File: src/rtl/ioctl_upload_responder.sv
// ioctl_upload_responder: serves hps_io upload reads from a core byte RAM,
// arbitrating for the RAM and appending a running checksum byte.
module ioctl_upload_responder #(
    parameter int ADDR_W  = 10,
    parameter int LEN     = 256,
    parameter int RAM_LAT = 1
) (
    input  logic              clk_sys,
    input  logic              Reset_I,
    input  logic              ioctl_upload,
    input  logic              ioctl_rd,
    input  logic [24:0]       ioctl_addr,
    output logic [7:0]        ioctl_din,
    output logic              ioctl_wait,
    output logic              ram_req,
    input  logic              ram_gnt,
    output logic [ADDR_W-1:0] ram_addr,
    output logic              ram_rd,
    input  logic [7:0]        ram_q,
    output logic              upload_done
);

    localparam int IDX_W = ADDR_W + 1;
    localparam logic [24:0]      LEN_A = 25'(LEN);
    localparam logic [IDX_W-1:0] LEN_I = IDX_W'(LEN);
    localparam logic [1:0]       LAT_C = 2'(RAM_LAT);

    typedef enum logic [2:0] {
        S_IDLE,
        S_ARB,
        S_READ,
        S_LAT,
        S_HOLD
    } state_t;

    state_t            state_q;
    logic [24:0]       addr_q;
    logic [1:0]        cnt_q;
    logic [7:0]        sum_q;
    logic [IDX_W-1:0]  idx_q;
    logic [7:0]        din_q;
    logic              wait_q;
    logic              req_q;
    logic              rd_q;
    logic [ADDR_W-1:0] raddr_q;
    logic              done_q;

    logic [7:0]        sum_d;
    logic [IDX_W-1:0]  idx_d;
    logic              in_order;
    logic              complete;
    logic              capture;

    // Checksum bookkeeping: next sum/index and whether this capture counts.
    always_comb begin
        sum_d    = sum_q + ram_q;
        idx_d    = idx_q + 1'b1;
        in_order = (addr_q[IDX_W-1:0] == idx_q);
        complete = (idx_q == LEN_I);
        capture  = (state_q == S_LAT) && (cnt_q == LAT_C);
    end

    // Running sum of in-order payload bytes; re-seeded whenever no session.
    always_ff @(posedge clk_sys) begin
        if (!Reset_I) begin
            sum_q <= 8'h00;
            idx_q <= '0;
        end else if (!ioctl_upload) begin
            sum_q <= 8'h00;
            idx_q <= '0;
        end else if (capture && in_order) begin
            sum_q <= sum_d;
            idx_q <= idx_d;
        end
    end

    // Request FSM with registered bus and RAM-side outputs.
    always_ff @(posedge clk_sys) begin
        if (!Reset_I) begin
            state_q <= S_IDLE;
            addr_q  <= '0;
            cnt_q   <= '0;
            din_q   <= 8'h00;
            wait_q  <= 1'b0;
            req_q   <= 1'b0;
            rd_q    <= 1'b0;
            raddr_q <= '0;
            done_q  <= 1'b0;
        end else begin
            rd_q   <= 1'b0;
            done_q <= 1'b0;
            if (!ioctl_upload) begin
                state_q <= S_IDLE;
                wait_q  <= 1'b0;
                req_q   <= 1'b0;
            end else begin
                unique case (state_q)
                    S_IDLE, S_HOLD: begin
                        if (ioctl_rd) begin
                            addr_q  <= ioctl_addr;
                            wait_q  <= 1'b1;
                            req_q   <= 1'b1;
                            state_q <= S_ARB;
                        end
                    end
                    S_ARB: begin
                        if (addr_q >= LEN_A) begin
                            if (addr_q == LEN_A) begin
                                din_q <= complete ? sum_q : 8'h00;
                            end else begin
                                din_q <= 8'hFF;
                            end
                            done_q  <= (addr_q == LEN_A) && complete;
                            wait_q  <= 1'b0;
                            state_q <= S_HOLD;
                        end else if (ram_gnt) begin
                            rd_q    <= 1'b1;
                            raddr_q <= addr_q[ADDR_W-1:0];
                            state_q <= S_READ;
                        end
                    end
                    S_READ: begin
                        cnt_q   <= 2'd1;
                        state_q <= S_LAT;
                    end
                    S_LAT: begin
                        if (cnt_q == LAT_C) begin
                            din_q   <= ram_q;
                            wait_q  <= 1'b0;
                            state_q <= S_HOLD;
                        end else begin
                            cnt_q <= cnt_q + 2'd1;
                        end
                    end
                    default: begin
                        state_q <= S_IDLE;
                    end
                endcase
            end
        end
    end

    assign ioctl_din   = din_q;
    assign ioctl_wait  = wait_q;
    assign ram_req     = req_q;
    assign ram_addr    = raddr_q;
    assign ram_rd      = rd_q;
    assign upload_done = done_q;

endmodule
File: config.mk
export PLATFORM = sky130hd
export DESIGN_NAME = ioctl_upload_responder
export DESIGN_NICKNAME = d
export VERILOG_FILES = /design/src/rtl/ioctl_upload_responder.sv
export SDC_FILE = /design/constraint.sdc
export NUM_CORES = 1
export LEC_CHECK = 0
export CAP_MARGIN = 15
export CORE_UTILIZATION = 40
export DETAILED_ROUTE_END_ITERATION = 16
export GPL_ROUTABILITY_DRIVEN = 0
export PLACE_DENSITY = 0.65
export SKIP_CTS_REPAIR_TIMING = 1
export SYNTH_ARGS = -nofsm -noshare
export SYNTH_HDL_FRONTEND = slang
export SYNTH_SLANG_ARGS = --single-unit
File: constraint.sdc
create_clock -name clk_sys -period 4.15 [get_ports clk_sys]
set_input_delay 0.415 -clock clk_sys [delete_from_list [all_inputs] [get_ports clk_sys]]
set_output_delay 0.415 -clock clk_sys [all_outputs]
set_load 0.05 [all_outputs]
# Word level (Yosys, flattened, before mapping)
# Cells that the tools add are included.
dict set report classes {
  addsub 3
  mul 0
  n_div 0
  order_cmp 1
  eq_ne 13
  shifts 0
  n_mux 17
  bitwise 4
  n_reduce_logical 18
}
# cell count
set ops {}
lappend ops {{$mux W8} 4}
lappend ops {{$eq A25 B9 Y1 const B} 1}
lappend ops {{$ge A25 B9 Y1 const B} 1}
lappend ops {{$pmux W8 S2} 1}
lappend ops {{$reduce_and A4 Y1} 4}
lappend ops {{$mux W3} 4}
lappend ops {{$pmux W3 S4} 1}
lappend ops {{$add A11 B1 Y11 const B} 1}
lappend ops {{$eq A11 B11 Y1} 1}
lappend ops {{$eq A11 B9 Y1 const B} 1}
lappend ops {{$reduce_and A3 Y1} 3}
lappend ops {{$add A8 B8 Y8} 1}
lappend ops {{$eq A3 B2 Y1 const B} 2}
lappend ops {{$ne A2 B2 Y1 const B} 3}
lappend ops {{$mux W1} 4}
lappend ops {{$not A1 Y1} 4}
lappend ops {{$pmux W2 S2} 1}
lappend ops {{$reduce_and A2 Y1} 2}
lappend ops {{$reduce_bool A2 Y1} 2}
lappend ops {{$reduce_or A4 Y1} 1}
lappend ops {{$eq A3 B1 Y1 const B} 1}
lappend ops {{$eq A3 B3 Y1 const B} 1}
lappend ops {{$logic_and A1 B1 Y1} 3}
lappend ops {{$logic_not A3 Y1} 1}
lappend ops {{8 further kinds} 8}
dict set report totals {
  register_bits 71
  latch_bits 0
  ramBits 0
  romBits 0
  inputBits 38
  output_inout_bits 22
  elab_cells 67
  memories 0
}

# Longest topological paths before layout
# Gate-level depths: netlist (run 1).
dict set report logic_depth {
  ltp_word 5
  ltp_mapped 8
  ltp_nobuf 8
}

# Worst setup path before layout (run 1)
# OpenSTA, ideal clock, no wires.
dict set report synth_path {
  path_type {input-to-reg}
  from {in ram_q[5]}
  to {reg sum_q[7]}
  arrival_time_ns 1.951
  required_ns 4.080
  path_slack_ns 2.128
  stages 6
  path_buffers 0
  cell_sequence {ha_1 > or2_2 > a21o_1 > and3_1 > or4_1 > a21oi_1}
}
dict set report synth_between {
  elab_chain_cells 1
}
# element line_no
set synth_rtl {}
lappend synth_rtl {{start: declaration} 19} ;# input logic [7:0] ram_q,
lappend synth_rtl {{$add A8 B8 Y8} 56} ;# sum_d = sum_q + ram_q;
lappend synth_rtl {{end signal: assignment} 72} ;# sum_q <= sum_d;
lappend synth_rtl {{end: declaration} 39} ;# logic [7:0] sum_q;
# Every way passes these cells.
# A chain may end at the register's enable or synchronous reset.

# Worst setup path after layout (run 1)
dict set report layout_path {
  from {reg state_q[1]}
  to {reg sum_q[7]}
}
dict set report layout_between {
  elab_chain_cells 3
}
# element line_no
set layout_rtl {}
lappend layout_rtl {{start: declaration} 36} ;# state_t state_q;
lappend layout_rtl {{start signal: assignment} 80} ;# state_q <= S_IDLE;
lappend layout_rtl {{start signal: assignment} 93} ;# state_q <= S_IDLE;
lappend layout_rtl {{start signal: assignment} 103} ;# state_q <= S_ARB;
lappend layout_rtl {{$eq A3 B2 Y1} 60} ;# capture = (state_q == S_LAT) && (cnt_q == LAT_C);
lappend layout_rtl {{$logic_and A1 B1 Y1} 60}
lappend layout_rtl {{$logic_and A1 B1 Y1} 71} ;# end else if (capture && in_order) begin
# Every way passes these cells.

==> results.toml, run 1 <==
[run_status]
outcome = "finished, final reports clean"

[sta]
slew_headroom_pct = 42.5
finalSetupViolCount = 0
hold_viol = 0
slew_viol_final = 0
timing.fmax_ghz = 0.405
worst_pin_slew_ns = 0.863
finalCritPeriodShare_pct = 59.4
min_period_ns = 2.47
grt_setup_unrepaired = "no"
layout_setup_ws_ns = 1.68
fin_hold_ws_ns = 0.464
setup_tns_ns = 0
clock_skew_ns = 0.0107

[worst_hold_path]
hold_path.class = "reg -> reg"
min_delay_path_depth = 2

[placement]
io_buffers = 59
place_ws_ns = 1.56
dp_hpwl_um = 5630

[cells_and_area]
multi_input_area_um2 = 1910
final_nets = 506
diodes = 0
final_common_cell = "nand2_1"
mostFrequentLayoutCells = "84 x nand2_1, 71 x dfxtp_1, 59 x clkdlybuf4s50_1"
drive_above_1_share_pct = 5.41
num-fill-cells = 810
syn2layout_area_growth_pct = 24.0
seqCellArea_um2 = 1420

[cts]
cts.path.max_buffers = 2
cts_tree = "yes"
htreeDepth = 3
clk_latency_ns = 0.35
clk_pin_slew_worst_paths_ns = 0.08
cts_made_buffers = 9
cts_root_buf = "clkbuf_8"
clock_sinks = 71

[setup_path]
rr_worst_depth = 5
worstSetupPathType = "reg -> reg"
cp_slowest_cell = "or4_1"
worstPathMaxFanout = 17
path_buf_inv = 0
path_cells = "nand3b_4, nor4_2, nand4_2, or4_1, a21oi_1"
path_depth = 5
end_kind = "flop"
crit_family = "simple AND/OR/NAND/NOR gates"
cp.required_ns = 4.41
cp.arrival_ns = 2.73
slowest_delay_ns = 0.63
r2r_setup_slack_ns = 1.68
startpoint_type = "flop"

[die]
die_w_um = 95.1
dieArea_um2 = 9040
coreArea_um2 = 8300
fp-row-count = 33
num_io_pins = 60
die_h_um = 95.1
start_util_pct = 41.8

[pwr]
p_per_area_nw_per_um2 = 330
ir_drop_uv = 202
leakage_uw = 0.00166

[yosys]
synthFlopType = "dfxtp_1"
syn_area_um2 = 3470
synth_nets = 455
ys_seq_area_share_pct = 41.0
yosys_warnings = 0
synth_cell_type_count = 54
synth_edf_count = 0
avgSynthCellArea_um2 = 8.54
synth_async_sr_flop_share_pct = 0
synth_cells = 406
ys_ff_latch = 71

[route]
wire_per_inst_um = 14.2
final_antenna_net_count = 0
viasPerCell = 5.37
drt_iter0_drc = 119
drt-total-wl_um = 8040
drc_errors = 0
vias = 3046
first_pass_iters = 4

[global_route]
grt_pass1_vias = 2829
grt.overflow.total = 0
grt_max_degree = 41
antenna_found_initial = 0
grt_usage_pct = 19.2
grt_pass1_wl_um = 13300

[flow_run]
cap_viol_max_count = 0
-- area by class of cell --
type | instances | area share [%]
timing repair buffer | 60 | 13.9
sequential | 71 | 33.1
tap | 105 | 3.05
clock inverter | 7 | 1.69
multi-input combinational | 304 | 44.5
inverter | 11 | 0.960
clock buffer | 9 | 2.88
-- report_power, final --
group | switching, uW | leakage (uW) | total (uW) | internal [uW]
Sequential | 14.3 | 0.000575 | 712 | 698
Combinational | 76.3 | 0.000991 | 147 | 70.6
Clock | 280 | 0.0000956 | 559 | 278
Total | 371 | 0.00166 | 1420 | 1050
-- logic make-up after synthesis --
logic type | Yosys count | synth area share, %
AO/OA/AOI/OAI | 93 | 18.7
XOR/XNOR | 13 | 3.28
adder cells (fa/ha/maj) | 11 | 4.19
buffers and inverters | 31 | 3.86
flip-flops | 71 | 41.0
multiplexers | 9 | 2.63
AND/OR/NAND/NOR | 178 | 26.3
-- flip-flops by register name, indices dropped and copies added (netlist names) --
name / count
addr_q: 25
idx_q: 11
ram_addr: 10
ioctl_din: 8
sum_q: 8
state_q: 3
cnt_q: 2
ioctl_wait: 1
ram_rd: 1
ram_req: 1
upload_done: 1
-- worst reg2reg max path, stage by stage (launching register included) --
cell and delay, ns:
dfxtp_1 0.59, nand3b_4 0.28, nor4_2 0.28, nand4_2 0.44, or4_1 0.64, a21oi_1 0.15
-- routing by layer --
layer | wire length, um | track usage (%) | up-vias
met3 | 466 | 4.70 | 10
met1 | 3840 | 25.2 | 1395
met2 | 3640 | 29.7 | 86
met5 | 0 | 0 | -
li1 | - | - | 1555
met4 | 93 | 8.21 | 0
-- synth_stat cells (all sizes together) (6+ instances only) --
master	number	area (um2)
nor3	7	35.0
mux2i	8	80.1
nor2b	12	75.1
a21boi	26	199
o31ai	7	52.6
clkbuf	13	48.8
o21ai	7	35.0
ha	10	125
buf	7	43.8
nor2	18	67.6
a21oi	19	95.1
nor4	12	87.6
inv	10	37.5
dfxtp	71	1420
a22o	8	70.1
xor2	12	105
nand3	6	30.0
or4	7	52.6
nand2	84	315
a31oi	9	56.3
-- stage by stage --
step / std cells / cell area [um2] / util, % / power [uW]
CTS: 567 / 4300 / 51.8 / 1440
floorplan: 406 / 3470 / - / 811
detailed placement: 551 / 4100 / 49.4 / 875
finish: 567 / 4300 / 51.8 / 1420
global placement: 551 / 4100 / 49.4 / 874
global route: 567 / 4300 / 51.8 / 1480
-- worst paths after layout --
path | startpoint | end
min | addr_q[17] | addr_q[17]
max | state_q[1] | sum_q[7]
min reg2reg | addr_q[17] | addr_q[17]
max reg2reg | state_q[1] | sum_q[7]
No activity file was read; power rests on OpenSTA's default activity.
==> run 2, diff against run 1 <==
Settings changed: PLACE_DENSITY 0.65 to 0.68.
Clock period 4.15 ns to 2.2 ns, I/O delays scaled along.
==> run 2 against run 1 <==
Compared with the run above: clock skew grew 0.0057 ns; utilization grew 2.4 points; wire length grew 2.9%; maximum frequency grew 21%; sequential power grew 88%; non-clock buffer count grew 20; total power grew 98%; final area grew 4.7%; final cell count grew 3.4%; worst hold slack lost 0.047 ns; register-to-register slack lost 1.5 ns; via count grew 3.5%; largest cell class unchanged.
==> results.toml, run 2 (synthesis gave the netlist of run 1 again) <==
[sta]
timing.fmax_ghz = 0.490
slew_viol_final = 0
finalSetupViolCount = 0
min_period_ns = 2.04
setup_tns_ns = 0
fin_hold_ws_ns = 0.417
finalCritPeriodShare_pct = 92.7
hold_viol = 0
clock_skew_ns = 0.0164
worst_pin_slew_ns = 0.526
grt_setup_unrepaired = "yes"
slew_headroom_pct = 64.8

[route]
viasPerCell = 5.38
first_pass_iters = 4
drt_iter0_drc = 110
vias = 3152
wl_met1_um = 3860
highest_layer = "met4"
met2_length_um = 3910
final_antenna_net_count = 0
wire_per_inst_um = 14.1
drc_errors = 0
drt-total-wl_um = 8270
wl_met3_um = 395

[setup_path]
r2r-start = "idx_q[1]"
cp.required_ns = 2.48
critPathLaunch = "idx_q[1]"
path_cells = "xor2_1, nor4_2, nand4_2, or4_1, a21oi_1"
rr_worst_depth = 5
worstSetupPathType = "reg -> reg"
r2r_setup_slack_ns = 0.16
cp_slowest_cell = "or4_1"
worstPathMaxFanout = 12
startpoint_type = "flop"
crit_end = "sum_q[7]"
slowest_delay_ns = 0.58
end_kind = "flop"
cp.arrival_ns = 2.32
r2r_end = "sum_q[7]"

[cells_and_area]
final_nets = 526
multi_input_area_um2 = 1930
diodes = 0
num-fill-cells = 776
syn2layout_area_growth_pct = 29.8
regMostFlops = "addr_q"
final_common_cell = "nand2_1"
final_core_util_pct = 54.2
largest_reg_flops = 25
drive_above_1_share_pct = 9.56
mostFrequentLayoutCells = "84 x nand2_1, 70 x dfxtp_1, 59 x clkdlybuf4s50_1"
seqCellArea_um2 = 1420

[die]
dieArea_um2 = 9040
coreArea_um2 = 8300
die_h_um = 95.1
die_w_um = 95.1
num_io_pins = 60
fp-row-count = 33
start_util_pct = 41.8

[flow_run]
cap_viol_max_count = 0

[global_route]
antenna_found_initial = 0
grt.overflow.total = 0
grt_max_degree = 32
grt_pass1_wl_um = 13800
grt_usage_pct = 19.5
grt_pass1_vias = 3017

[placement]
io_buffers = 59
dp_hpwl_um = 6100

[run_status]
outcome = "finished, final reports clean"

[pwr]
ir_drop_uv = 492
p_total_uw = 2800
leakage_uw = 0.00178
p_per_area_nw_per_um2 = 623

[cts]
cts_tree = "yes"
cts_root_buf = "clkbuf_8"
clk_pin_slew_worst_paths_ns = 0.08
cts.path.max_buffers = 2
clk_latency_ns = 0.35
htreeDepth = 3
clock_sinks = 71
cts_made_buffers = 9

[worst_hold_path]
hold_path.class = "in -> reg"
-- run 2: per-layer routing --
metal | vias to the layer above | global-route usage [%]
li1 | 1591 | -
met1 | 1474 | 23.7
met2 | 76 | 34.0
met3 | 11 | 4.70
met4 | 0 | 5.68
met5 | - | 0
-- run 2: power breakdown --
| group | internal [uW] | total, uW | switching, uW |
|---|---|---|---|
| registers | 1320 | 1340 | 26.3 |
| logic | 152 | 304 | 152 |
| clock network | 640 | 1160 | 518 |
-- run 2: how the worst min path moves through the flow --
| stage | startpoint | to | slack [ns] | cells past startpoint |
|---|---|---|---|---|
| floorplan | ioctl_addr[15] | addr_q[15] | 0.36 | 2 |
| global placement | addr_q[17] | addr_q[17] | 0.45 | 2 |
| detailed placement | addr_q[14] | addr_q[14] | 0.46 | 2 |
| CTS | ioctl_addr[7] | addr_q[7] | 0.41 | 3 |
| global route | ioctl_addr[24] | addr_q[24] | 0.43 | 3 |
| finish | ioctl_addr[7] | addr_q[7] | 0.42 | 3 |
-- run 2: area by class of cell --
cell class / count / share of cell area (%)
Multi-Input combinational cell: 304 / 42.8
Sequential cell: 71 / 31.6
Inverter: 11 / 0.917
Clock inverter: 6 / 2.09
Clock buffer: 9 / 2.75
Tap cell: 105 / 2.92
Timing Repair Buffer: 80 / 16.9
-- run 2: worst max-delay path, delay by kind of cell (launching register included) --
family / cells / cell delay [ns]
and+or+nand+nor: 3 / 1.26
xor gates and xnor gates: 1 / 0.21
AOI/OAI and AO/OA: 1 / 0.14
DFF: 1 / 0.37
-- run 2: stage by stage --
| stage | instance area [um2] | cells | worst slack [ns] |
|---|---|---|---|
| final | 4500 | 586 | 0.160 |
| after global routing | 4500 | 586 | -0.0249 |
| after CTS | 4480 | 585 | 0.0957 |
| after detailed placement | 4260 | 570 | -0.114 |
| after global placement | 4260 | 570 | -0.0965 |
| after floorplan | 3470 | 406 | 0.300 |
==> run 3, diff against run 2 <==
Settings changed: CORE_UTILIZATION 40 to 48, PLACE_DENSITY 0.68 to 0.78.
Clock period 2.2 ns to 1.8 ns, I/O delays scaled along.
==> run 3 against run 2 <==
Compared with the run above: the flow now finishes with violations (setup timing); global-route usage increased by 5.5 points; register-to-register slack got worse by 0.36 ns; clock power increased by 3%; combinational power increased by 50%; via count increased by 12%; clock skew decreased by 0.0080 ns; worst setup slack got worse by 0.36 ns; highest routed layer unchanged.
==> results.toml, run 3 (synthesis gave the netlist of run 1 again) <==
[run_status]
outcome = "complete, but fails checks"
failed_checks = "setup timing"

[cells_and_area]
diodes = 0
seqCellArea_um2 = 1430
fin_area_um2 = 5050
multi_input_area_um2 = 2130
final_nets = 578
mostFrequentLayoutCells = "84 x nand2_1, 70 x buf_4, 62 x dfxtp_1"
largest_reg_flops = 25
drive_above_1_share_pct = 25.7
final_common_cell = "nand2_1"
regMostFlops = "addr_q"
num-fill-cells = 492
syn2layout_area_growth_pct = 45.8

[sta]
worst_pin_slew_ns = 0.517
slew_headroom_pct = 65.4
clock_skew_ns = 0.00843
grt_setup_unrepaired = "yes"
finalSetupViolCount = 21
hold_viol = 0
slew_viol_final = 0
setup_tns_ns = -1.30
timing.fmax_ghz = 0.501
min_period_ns = 2.00
finalCritPeriodShare_pct = 111
layout_setup_ws_ns = -0.196

[cts]
cts_tree = "yes"
cts_made_buffers = 9
cts_root_buf = "clkbuf_8"
cts.path.max_buffers = 2
clk_pin_slew_worst_paths_ns = 0.08
htreeDepth = 3
clock_sinks = 71
clk_latency_ns = 0.35

[route]
wire_per_inst_um = 15.7
viasPerCell = 5.59
first_pass_iters = 5
vias = 3524
final_antenna_net_count = 0
drt-total-wl_um = 9880
drt_iter0_drc = 206
drc_errors = 0

[placement]
post_dp_cell_area_um2 = 4580
io_buffers = 59
dp_hpwl_um = 6530

[setup_path]
end_kind = "flop"
worstPathMaxFanout = 5
worstSetupPathType = "reg -> reg"
cp.required_ns = 2.04
cp.arrival_ns = 2.23
startpoint_type = "flop"

[pwr]
p_switching_uw = 903
combPwrFrac_pct = 13.9
p_total_uw = 3290
seq_power_share_pct = 49.8
switching_share_pct = 27.4
internal_power_uw = 2390
p_clk_share_pct = 36.3
ir_drop_uv = 430
leakage_uw = 0.00208
p_per_area_nw_per_um2 = 651

[global_route]
grt.overflow.total = 0
antenna_found_initial = 0
grt_pass1_wl_um = 14800
grt_usage_pct = 25.1
grt_max_degree = 36
grt_pass1_vias = 3232

[die]
start_util_pct = 50.5
die_w_um = 87.0
num_io_pins = 60
die_h_um = 87.0
dieArea_um2 = 7570
fp-row-count = 30
coreArea_um2 = 6870

[worst_hold_path]
hold_path.class = "in -> reg"

[flow_run]
cap_viol_max_count = 0
## run 3: cell types whose count changed in the layout (fill, tap and decap cells not counted), sizes merged
cell           change
buf               +51
inv                +1
bufinv             -2
dlymetal6s2s       +2
clkbuf             +1
nand4              +1
clkinv             +1
clkdlybuf4s50      -2
## run 3: metrics by stage
step	setup WS [ns]	hold WS [ns]	utilization (%)	instances
2_1_floorplan	0.00195	0.325	-	406
3_3_place_gp	-0.436	0.453	66.7	604
3_5_place_dp	-0.499	0.457	66.7	604
4_1_cts	-0.269	0.375	69.4	620
5_1_grt	-0.292	0.351	73.6	630
6_report	-0.196	0.353	73.6	630
## run 3: worst paths after layout
check | slack, ns | endpoint | start | depth (start not counted)
min | 0.35 | sum_q[0] | ram_q[0] | 4
max | -0.20 | sum_q[7] | idx_q[1] | 6
min reg2reg | 0.48 | addr_q[16] | addr_q[16] | 2
max reg2reg | -0.20 | sum_q[7] | idx_q[1] | 6
## run 3: critical path: stages, from the launching register on
cell and delay (ns):
dfxtp_1 0.34, xor2_1 0.21, nor4_4 0.42, nand4_1 0.29, buf_4 0.25, o31ai_4 0.28, a21oi_2 0.10
## run 3: layout make-up
cell class | count | share of cell area, %
clock buffer | 10 | 2.72
clock inverter | 6 | 0.866
inverter | 11 | 0.817
multi-input combinational | 305 | 42.1
sequential | 71 | 28.3
tap | 96 | 2.38
timing repair buffer | 131 | 22.8
## run 3: per-layer routing
metal | share of wire (%) | GRT usage [%] | up-vias
li1 | - | - | 1702
met1 | 42 | 32.4 | 1640
met2 | 49 | 40.9 | 150
met3 | 6.2 | 5.78 | 32
met4 | 2.9 | 9.09 | 0
met5 | 0 | 0 | -
## run 3: power groups by stage
stage / Sequential [uW] / Combinational, uW / Clock [uW]
final: 1640 / 456 / 1200
after CTS: 1630 / 406 / 1200
after floorplan: 1700 / 168 / 0
after global placement: 1670 / 395 / 0
after global routing: 1640 / 489 / 1260
after detailed placement: 1670 / 403 / 0
